--- config.mk ---
export PLATFORM = sky130hd
export DESIGN_NAME = ifu_cache_ctrl_flat
export DESIGN_NICKNAME = d
export VERILOG_FILES = /design/src/rtl/ifu_pkg.sv /design/src/rtl/ifu_cache_ctrl_if.sv /design/src/rtl/ifu_tag_cmp.sv /design/src/rtl/ifu_cache_ctrl.sv /design/src/flat_wrapper.sv
export SDC_FILE = /design/constraint.sdc
export NUM_CORES = 2
export LEC_CHECK = 0
export BUFFER_PORTS_ARGS = -buffer_cell sky130_fd_sc_hd__buf_4
export CELL_PAD_IN_SITES_DETAIL_PLACEMENT = 1
export CELL_PAD_IN_SITES_GLOBAL_PLACEMENT = 2
export CORE_UTILIZATION = 44
export DETAILED_ROUTE_END_ITERATION = 8
export MAX_ROUTING_LAYER = met4
export PLACE_DENSITY_LB_ADDON = 0.1
export SYNTH_ARGS = -nofsm -noshare
export SYNTH_HDL_FRONTEND = slang
export SYNTH_SLANG_ARGS = --single-unit
export TNS_END_PERCENT = 5
--- constraint.sdc ---
create_clock -name clk -period 13.4 [get_ports clk]
set_clock_uncertainty 0.05 [all_clocks]
set_input_delay 0 -clock clk [delete_from_list [all_inputs] [get_ports clk]]
set_output_delay 0 -clock clk [all_outputs]
set_load 0.02 [all_outputs]
--- src/rtl/ifu_pkg.sv ---
// ifu_pkg: shared IFU types and sizing for the instruction cache controller
// and the PLRU replacement block.
package ifu_pkg;

  localparam int IFU_ADDR_W     = 32;
  localparam int WAYS_NUM       = 16;
  localparam int WORDS_PER_LINE = 4;
  localparam int LINE_OFFSET_W  = 4;
  localparam int TAG_W          = IFU_ADDR_W - LINE_OFFSET_W;
  localparam int WAY_W          = $clog2(WAYS_NUM);
  localparam int WORD_IDX_W     = $clog2(WORDS_PER_LINE);

  typedef logic [WORDS_PER_LINE-1:0][31:0] t_line_data;

  // Control bundle consumed by the PLRU block
  typedef struct packed {
    logic             update_tree;
    logic             cache_miss;
    logic [WAY_W-1:0] hit_cl;
  } t_cache_ctrl_plru;

  typedef enum logic [2:0] {
    IDLE,
    LOOKUP,
    MEM_REQ,
    MEM_FILL,
    REFILL
  } t_ifu_cache_state;

  typedef struct packed {
    logic             valid;
    logic [TAG_W-1:0] tag;
    t_line_data       data;
  } t_cache_line;

  // Counter increment that sticks at all-ones instead of wrapping
  function automatic logic [31:0] sat_inc(input logic [31:0] v);
    return (v == '1) ? v : v + 32'd1;
  endfunction

endpackage

--- src/rtl/ifu_cache_ctrl_if.sv ---
// ifu_cache_ctrl_if: fetch-side request/response and memory-side line fill
// signals of the IFU cache controller. 'slave' is the controller's view,
// 'master' is the view of the fetch stage plus memory around it.
interface ifu_cache_ctrl_if #(
  parameter int ADDR_W = ifu_pkg::IFU_ADDR_W
);
  logic              req_valid;
  logic              req_ready;
  logic [ADDR_W-1:0] req_addr;
  logic              rsp_valid;
  logic [31:0]       rsp_data;

  logic              mem_req_valid;
  logic              mem_req_ready;
  logic [ADDR_W-1:0] mem_req_addr;
  logic              mem_rsp_valid;
  logic [31:0]       mem_rsp_data;

  modport master (
    output req_valid, req_addr, mem_req_ready, mem_rsp_valid, mem_rsp_data,
    input  req_ready, rsp_valid, rsp_data, mem_req_valid, mem_req_addr
  );

  modport slave (
    input  req_valid, req_addr, mem_req_ready, mem_rsp_valid, mem_rsp_data,
    output req_ready, rsp_valid, rsp_data, mem_req_valid, mem_req_addr
  );
endinterface

--- src/rtl/ifu_tag_cmp.sv ---
// ifu_tag_cmp: parallel tag match across all ways of the fully associative
// cache. Reports hit, the matching way, and a multi-hit flag that must never
// assert in a correctly filled cache.
module ifu_tag_cmp
  import ifu_pkg::*;
#(
  parameter int TW = TAG_W,
  parameter int NW = WAYS_NUM,
  localparam int IW = $clog2(NW)
) (
  input  logic [NW-1:0]         valid,
  input  logic [NW-1:0][TW-1:0] tags,
  input  logic [TW-1:0]         tag,
  output logic                  hit,
  output logic [IW-1:0]         hit_way,
  output logic                  multi_hit
);

  logic [NW-1:0] match;

  // Match every way at once and encode the (single) matching index
  always_comb begin
    // NOTE: every output gets a default before the loop so no path leaves it
    // unassigned, which would otherwise infer a latch.
    match   = '0;
    hit_way = '0;
    for (int i = 0; i < NW; i++) begin
      match[i] = valid[i] && (tags[i] == tag);
      if (match[i]) hit_way = hit_way | IW'(i);
    end
    hit       = |match;
    multi_hit = (match & (match - NW'(1))) != '0;
  end

endmodule

--- src/rtl/ifu_cache_ctrl.sv ---
// ifu_cache_ctrl: storage and control for the fully associative IFU
// instruction cache. Looks up one fetch at a time, refills missing lines from
// memory into the way chosen by the PLRU block, and drives the PLRU control.
// Optional build macro IFU_CACHE_PERF_EN adds saturating hit/miss counters.
module ifu_cache_ctrl
  import ifu_pkg::*;
#(
  parameter int ADDR_W = IFU_ADDR_W
) (
  input  logic                 clk,
  input  logic                 rst,
  ifu_cache_ctrl_if.slave      bus,
  output t_cache_ctrl_plru     cache_ctrl_plru,
  input  logic [WAY_W-1:0]     evicted_cl
`ifdef IFU_CACHE_PERF_EN
  ,
  output logic [31:0]          perf_hit_cnt,
  output logic [31:0]          perf_miss_cnt
`endif
);

  localparam int CTAG_W = ADDR_W - LINE_OFFSET_W;

  t_ifu_cache_state                  state;
  logic [CTAG_W-1:0]                 tag_q;
  logic [WORD_IDX_W-1:0]             word_q;
  logic                              lookup_hit;
  logic [WORD_IDX_W-1:0]             beat_cnt;
  logic [WAYS_NUM-1:0]               valid_q;
  logic [WAYS_NUM-1:0][CTAG_W-1:0]   tag_arr;
  t_line_data                        data_arr [WAYS_NUM];
  t_line_data                        line_buf;

  logic [CTAG_W-1:0]     req_tag;
  logic [WORD_IDX_W-1:0] req_word;
  logic                  cmp_hit;
  logic                  cmp_multi;
  logic [WAY_W-1:0]      cmp_way;
  logic                  unused_addr_bits;

  assign req_tag          = bus.req_addr[ADDR_W-1:LINE_OFFSET_W];
  assign req_word         = bus.req_addr[LINE_OFFSET_W-1:2];
  assign unused_addr_bits = ^bus.req_addr[1:0];

  // The compare runs on the incoming address so the hit result is already
  // registered when LOOKUP starts; arrays cannot change between acceptance
  // and LOOKUP because they are written only in REFILL.
  ifu_tag_cmp #(
    .TW (CTAG_W),
    .NW (WAYS_NUM)
  ) u_tag_cmp (
    .valid     (valid_q),
    .tags      (tag_arr),
    .tag       (req_tag),
    .hit       (cmp_hit),
    .hit_way   (cmp_way),
    .multi_hit (cmp_multi)
  );

  // Control FSM with registered handshake, response and PLRU outputs
  always_ff @(posedge clk or negedge rst) begin
    if (!rst) begin
      state             <= IDLE;
      valid_q           <= '0;
      tag_q             <= '0;
      word_q            <= '0;
      lookup_hit        <= 1'b0;
      beat_cnt          <= '0;
      bus.req_ready     <= 1'b1;
      bus.rsp_valid     <= 1'b0;
      bus.rsp_data      <= '0;
      bus.mem_req_valid <= 1'b0;
      bus.mem_req_addr  <= '0;
      cache_ctrl_plru   <= '0;
    end else begin
      // NOTE: state uses non-blocking assignments so every branch sees the
      // values from before this edge; the pulses below default low each cycle.
      bus.rsp_valid   <= 1'b0;
      cache_ctrl_plru <= '0;
      unique case (state)
        IDLE: begin
          if (bus.req_valid) begin
            tag_q         <= req_tag;
            word_q        <= req_word;
            lookup_hit    <= cmp_hit;
            bus.req_ready <= 1'b0;
            state         <= LOOKUP;
            if (cmp_hit) begin
              bus.rsp_valid   <= 1'b1;
              bus.rsp_data    <= data_arr[cmp_way][req_word];
              cache_ctrl_plru <= '{update_tree: 1'b1, cache_miss: 1'b0, hit_cl: cmp_way};
            end
          end
        end
        LOOKUP: begin
          if (lookup_hit) begin
            bus.req_ready <= 1'b1;
            state         <= IDLE;
          end else begin
            bus.mem_req_valid <= 1'b1;
            bus.mem_req_addr  <= {tag_q, {LINE_OFFSET_W{1'b0}}};
            state             <= MEM_REQ;
          end
        end
        MEM_REQ: begin
          if (bus.mem_req_ready) begin
            bus.mem_req_valid <= 1'b0;
            state             <= MEM_FILL;
          end
        end
        MEM_FILL: begin
          if (bus.mem_rsp_valid) begin
            beat_cnt <= beat_cnt + WORD_IDX_W'(1);
            if (beat_cnt == WORD_IDX_W'(WORDS_PER_LINE - 1)) begin
              beat_cnt        <= '0;
              state           <= REFILL;
              bus.rsp_valid   <= 1'b1;
              // The requested word may be the beat arriving right now
              bus.rsp_data    <= (word_q == beat_cnt) ? bus.mem_rsp_data : line_buf[word_q];
              cache_ctrl_plru <= '{update_tree: 1'b1, cache_miss: 1'b1, hit_cl: '0};
            end
          end
        end
        REFILL: begin
          valid_q[evicted_cl] <= 1'b1;
          bus.req_ready       <= 1'b1;
          state               <= IDLE;
        end
        default: state <= IDLE;
      endcase
    end
  end

  // Line buffer capture and tag/data array writes
  always_ff @(posedge clk) begin
    // NOTE: tag/data storage has no reset; valid_q alone decides whether a
    // way's contents mean anything, so the arrays can map to plain RAM.
    if (state == MEM_FILL && bus.mem_rsp_valid) line_buf[beat_cnt] <= bus.mem_rsp_data;
    if (state == REFILL) begin
      tag_arr[evicted_cl]  <= tag_q;
      data_arr[evicted_cl] <= line_buf;
    end
  end

  // Lines are filled only on a miss, so two ways can never hold one tag
  a_single_hit: assert property (@(posedge clk) disable iff (!rst)
    !(state == IDLE && bus.req_valid && cmp_multi));

`ifdef IFU_CACHE_PERF_EN
  // Saturating hit/miss counters, stepped on each lookup decision
  always_ff @(posedge clk or negedge rst) begin
    if (!rst) begin
      perf_hit_cnt  <= '0;
      perf_miss_cnt <= '0;
    end else if (state == LOOKUP) begin
      if (lookup_hit) perf_hit_cnt  <= sat_inc(perf_hit_cnt);
      else            perf_miss_cnt <= sat_inc(perf_miss_cnt);
    end
  end
`endif

endmodule
--- src/flat_wrapper.sv ---
// flat-port wrapper written by rule: the top's interface ports become plain ports
module ifu_cache_ctrl_flat import ifu_pkg::*;
#(
  parameter int ADDR_W = IFU_ADDR_W
)
  (clk, rst, cache_ctrl_plru, evicted_cl, bus_req_valid, bus_req_addr, bus_mem_req_ready, bus_mem_rsp_valid, bus_mem_rsp_data, bus_req_ready, bus_rsp_valid, bus_rsp_data, bus_mem_req_valid, bus_mem_req_addr);
  ifu_cache_ctrl_if #(.ADDR_W(ADDR_W)) bus_i ();
  input  logic clk;
  input  logic rst;
  output t_cache_ctrl_plru cache_ctrl_plru;
  input  logic [WAY_W-1:0] evicted_cl;
  input wire logic [$bits(bus_i.req_valid)-1:0] bus_req_valid;
  input wire logic [$bits(bus_i.req_addr)-1:0] bus_req_addr;
  input wire logic [$bits(bus_i.mem_req_ready)-1:0] bus_mem_req_ready;
  input wire logic [$bits(bus_i.mem_rsp_valid)-1:0] bus_mem_rsp_valid;
  input wire logic [$bits(bus_i.mem_rsp_data)-1:0] bus_mem_rsp_data;
  output wire logic [$bits(bus_i.req_ready)-1:0] bus_req_ready;
  output wire logic [$bits(bus_i.rsp_valid)-1:0] bus_rsp_valid;
  output wire logic [$bits(bus_i.rsp_data)-1:0] bus_rsp_data;
  output wire logic [$bits(bus_i.mem_req_valid)-1:0] bus_mem_req_valid;
  output wire logic [$bits(bus_i.mem_req_addr)-1:0] bus_mem_req_addr;
  assign bus_i.req_valid = bus_req_valid;
  assign bus_i.req_addr = bus_req_addr;
  assign bus_i.mem_req_ready = bus_mem_req_ready;
  assign bus_i.mem_rsp_valid = bus_mem_rsp_valid;
  assign bus_i.mem_rsp_data = bus_mem_rsp_data;
  assign bus_req_ready = bus_i.req_ready;
  assign bus_rsp_valid = bus_i.rsp_valid;
  assign bus_rsp_data = bus_i.rsp_data;
  assign bus_mem_req_valid = bus_i.mem_req_valid;
  assign bus_mem_req_addr = bus_i.mem_req_addr;
  ifu_cache_ctrl #(.ADDR_W(ADDR_W)) u_core (.clk(clk), .rst(rst), .bus(bus_i), .cache_ctrl_plru(cache_ctrl_plru), .evicted_cl(evicted_cl));
endmodule
==> impl_metrics.py <==
metrics = {
    "floorplanning": {
        "die-area_sq_um": 248000,
        "die_h_um": 498,
        "start_util_pct": 44.4,
        "core_area_sq_um": 244000,
        "pin_count": 146,
        "die_x_um": 498,
        "rows": 181,
    },
    "grt": {
        "met2_usage_pct": 45.8,
        "grt.busiest_layer": "met2",
        "use_met3_pct": 3.22,
        "grt_use_met1_pct": 37.0,
        "grt-ovfl-total": 0,
        "grt_pass1_wl_um": 473000,
        "grt_max_degree": 133,
        "antenna_found_initial": 17,
        "first_global_vias": 61200,
        "grt_use_total_pct": 27.9,
    },
    "clock_network": {
        "cts_max_path_buffers": 4,
        "clockRootBuffer": "clkbuf_16",
        "cts_resized": 0,
        "htree_num_levels": 5,
        "cts.sinks": 2744,
        "clk_latency_ns": 0.93,
        "cts_setup_buffers": 0,
        "cts_tree": "built",
        "clkTransAtPathRegs_ns": 0.06,
        "cts_buffers": 311,
        "cts_hold_buf": 111,
    },
    "final_layout": {
        "drive_above_1_share_pct": 18.7,
        "multi_input_area_sq_um": 25300,
        "syn_to_final_growth_pct": 14.4,
        "fillers": 22200,
        "regArea_sq_um": 81800,
        "final_net_count": 6596,
        "utilization_pct": 50.8,
        "instances_no_fill": 9960,
    },
    "drt": {
        "initialDrtViolationCount": 5545,
        "vias": 59500,
        "drt_pass1_iterations": 8,
        "viasPerCell": 5.97,
        "wl_um": 340000,
        "ant_nets": 0,
        "route.detailed.drc": 0,
        "wire_per_inst_um": 34.1,
    },
    "synth": {
        "syn_avg_cell_area_sq_um": 17.6,
        "ys_warn_count": 0,
        "ys_ff_latch": 2744,
        "seq_area_frac_synth_pct": 75.5,
        "synth_largest_area_cell": "edfxtp_1",
        "syn_area_sq_um": 108000,
        "yosysUniqueCellTypes": 67,
        "synthTopCellsByArea": "edfxtp_1 73%, mux2i_1 5.4%, mux2_2 4.8%",
        "synth_top_cell_area_share_pct": 72.7,
        "syn_inst": 6153,
        "yosysMostFrequentCell": "edfxtp_1",
        "ys_async_sr_fraction_pct": 4.37,
        "yosys-top-cells-count": "2624 x edfxtp_1, 590 x mux2i_1, 460 x mux2_2",
        "synthFlopType": "edfxtp_1",
        "synth_edf_count": 2624,
    },
    "min_path": {
        "hp-class": "input port to register",
        "min_to": "u_core.tag_q[14]$_DFFE_PN0P_",
        "hp-start": "bus_req_addr[18]",
        "hold_depth": 4,
    },
    "sta": {
        "maxSlewViolCount": 0,
        "setup-violations-final": 0,
        "worst_slack_ns": 7.15,
        "worst_slew_pin_slew_ns": 1.27,
        "hold_viol_final": 0,
        "final.setup.tns_ns": 0,
        "rsz0062_at_grt": "no",
        "clock.fmax_mhz": 160,
        "fin_crit_sh_pct": 46.6,
        "period_minus_slack_ns": 6.25,
        "maxSlewHeadroom_pct": 15.2,
    },
    "power": {
        "power.leakage_nw": 43.5,
        "power.density_nw_per_um2": 163,
        "finalPower_mw": 20.2,
        "peakVddDrop_v": 0.000128,
    },
    "setup_path": {
        "rr_endpoint": "u_core.bus.rsp_data[19]$_DFFE_PN0P_",
        "crit_type": "register to register",
        "cp.arrival_ns": 7.04,
        "end_kind": "register",
        "start_kind": "register",
        "cp.required_ns": 14.19,
        "path_max_fanout": 47,
        "reg2reg_slack_ns": 7.15,
        "r2r_cells": 14,
        "r2r_start": "u_core.tag_arr[440]$_DFFE_PP_",
    },
    "status": {
        "status": "finished, final reports clean",
    },
    "placed_design": {
        "dp_cells": 9297,
        "dp_slack_ns": 6.91,
        "dp_hpwl_um": 170000,
        "port_buffers": 139,
        "place_congestion": 0.788,
    },
    "flow_run": {
        "max_cap_viol_count": 0,
    },
}
worst max-delay path by stage:
stage,startpoint,to,slack [ns],cells after the start
CTS,u_core.tag_arr[440]$_DFFE_PP_,u_core.bus.rsp_data[23]$_DFFE_PN0P_,6.96,14
floorplan,u_core.state[0]$_DFFE_PN0P_,u_core.valid_q[0]$_DFFE_PN0P_,0.24,5
global placement,bus_req_addr[24],u_core.bus.rsp_data[23]$_DFFE_PN0P_,6.97,15
detailed placement,bus_req_addr[24],u_core.bus.rsp_data[23]$_DFFE_PN0P_,6.91,15
global route,u_core.tag_arr[424]$_DFFE_PP_,u_core.bus.rsp_data[19]$_DFFE_PN0P_,6.93,14
finish,u_core.tag_arr[440]$_DFFE_PP_,u_core.bus.rsp_data[19]$_DFFE_PN0P_,7.15,14
worst max-delay path: stages (launching register included):
cell and delay, ns:
edfxtp_1 0.38, xor2_1 0.18, or4_4 0.58, nor4_4 0.41, a22oi_1 0.32, nand2_1 0.54
nor2_4 0.06, buf_4 0.40, nand2_4 0.63, buf_4 0.78, o22ai_1 0.22, o21ai_0 0.29
o211ai_1 0.24, a211oi_1 0.83, o32a_1 0.24
cells in the final DEF, fill, tap and decap left out, types with 16 or more instances in the layout:
master            n
nor4_1           65
o22ai_1         243
o211ai_1         35
mux2_2          460
o21ai_1          38
o2111ai_1        17
a22oi_1          58
clkinv_1         56
a221o_1          51
buf_4           267
a221oi_1         32
clkinv_2         39
dlygate4sd3_1   110
mux2i_1         590
xor2_1           92
o21ai_0          77
clkbuf_16       318
clkbuf_1         80
a41oi_1          17
nand2_1         258
or2_2            21
nor3_1           36
a211oi_1         62
a21oi_1          67
dfrtp_1         116
xnor2_1         362
clkbuf_8         27
nand3_1          41
nor2_4           19
o221ai_1         16
edfxtp_1       2624
mux2_1           18
nor2_1          105
nand4_1         120
mux4_2           32
state kept, by name, summed over array words and instances, names as in the netlist:
signal                    cells
u_core.data_arr            2048
u_core.tag_arr              448
u_core.line_buf             128
u_core.bus.rsp_data          32
u_core.bus.mem_req_addr      28
u_core.tag_q                 28
u_core.valid_q               16
u_core.cache_ctrl_plru        5
u_core.state                  3
u_core.beat_cnt               2
u_core.word_q                 2
u_core.bus.mem_req_valid      1
u_core.bus.req_ready          1
u_core.bus.rsp_valid          1
u_core.lookup_hit             1
power by group:
| group | internal (mW) | switching [mW] |
|---|---|---|
| clock network | 4.71 | 3.34 |
| registers | 9.85 | 0.446 |
| logic | 0.561 | 1.32 |
metal layers:
metal / part of all wire, % / vias to the layer above
met4: 2.5 / 0
met5: 0 / -
met3: 4.7 / 481
met1: 43 / 32200
li1: - / 25100
met2: 50 / 1704
cell type report:
type	instances	share of cell area [%]
antenna	13	0.0262
timing repair buffer	394	2.78
clock buffer	424	6.95
sequential	2744	66.0
inverter	4	0.0121
tap	3202	3.23
multi-input combinational	3064	20.4
clock inverter	115	0.678
cell families after synthesis:
family,Yosys count,synth area share [%]
flops,2744,75.5
fa+ha+maj,4,0.0462
other cells,1,0.00346
simple gates,733,3.31
buf+inv,348,1.55
xor+xnor,454,3.67
mux,1100,11.1
compound gates,769,4.87
stage by stage:
stage | instance area [sq um] | hold slack, ns
2_1_floorplan | 108000 | -0.346
3_3_place_gp | 113000 | -0.0131
3_5_place_dp | 113000 | -0.00789
4_1_cts | 124000 | 0.0108
5_1_grt | 124000 | 0.0659
6_report | 124000 | 0.0645
Power figures use the tool's default switching activity.
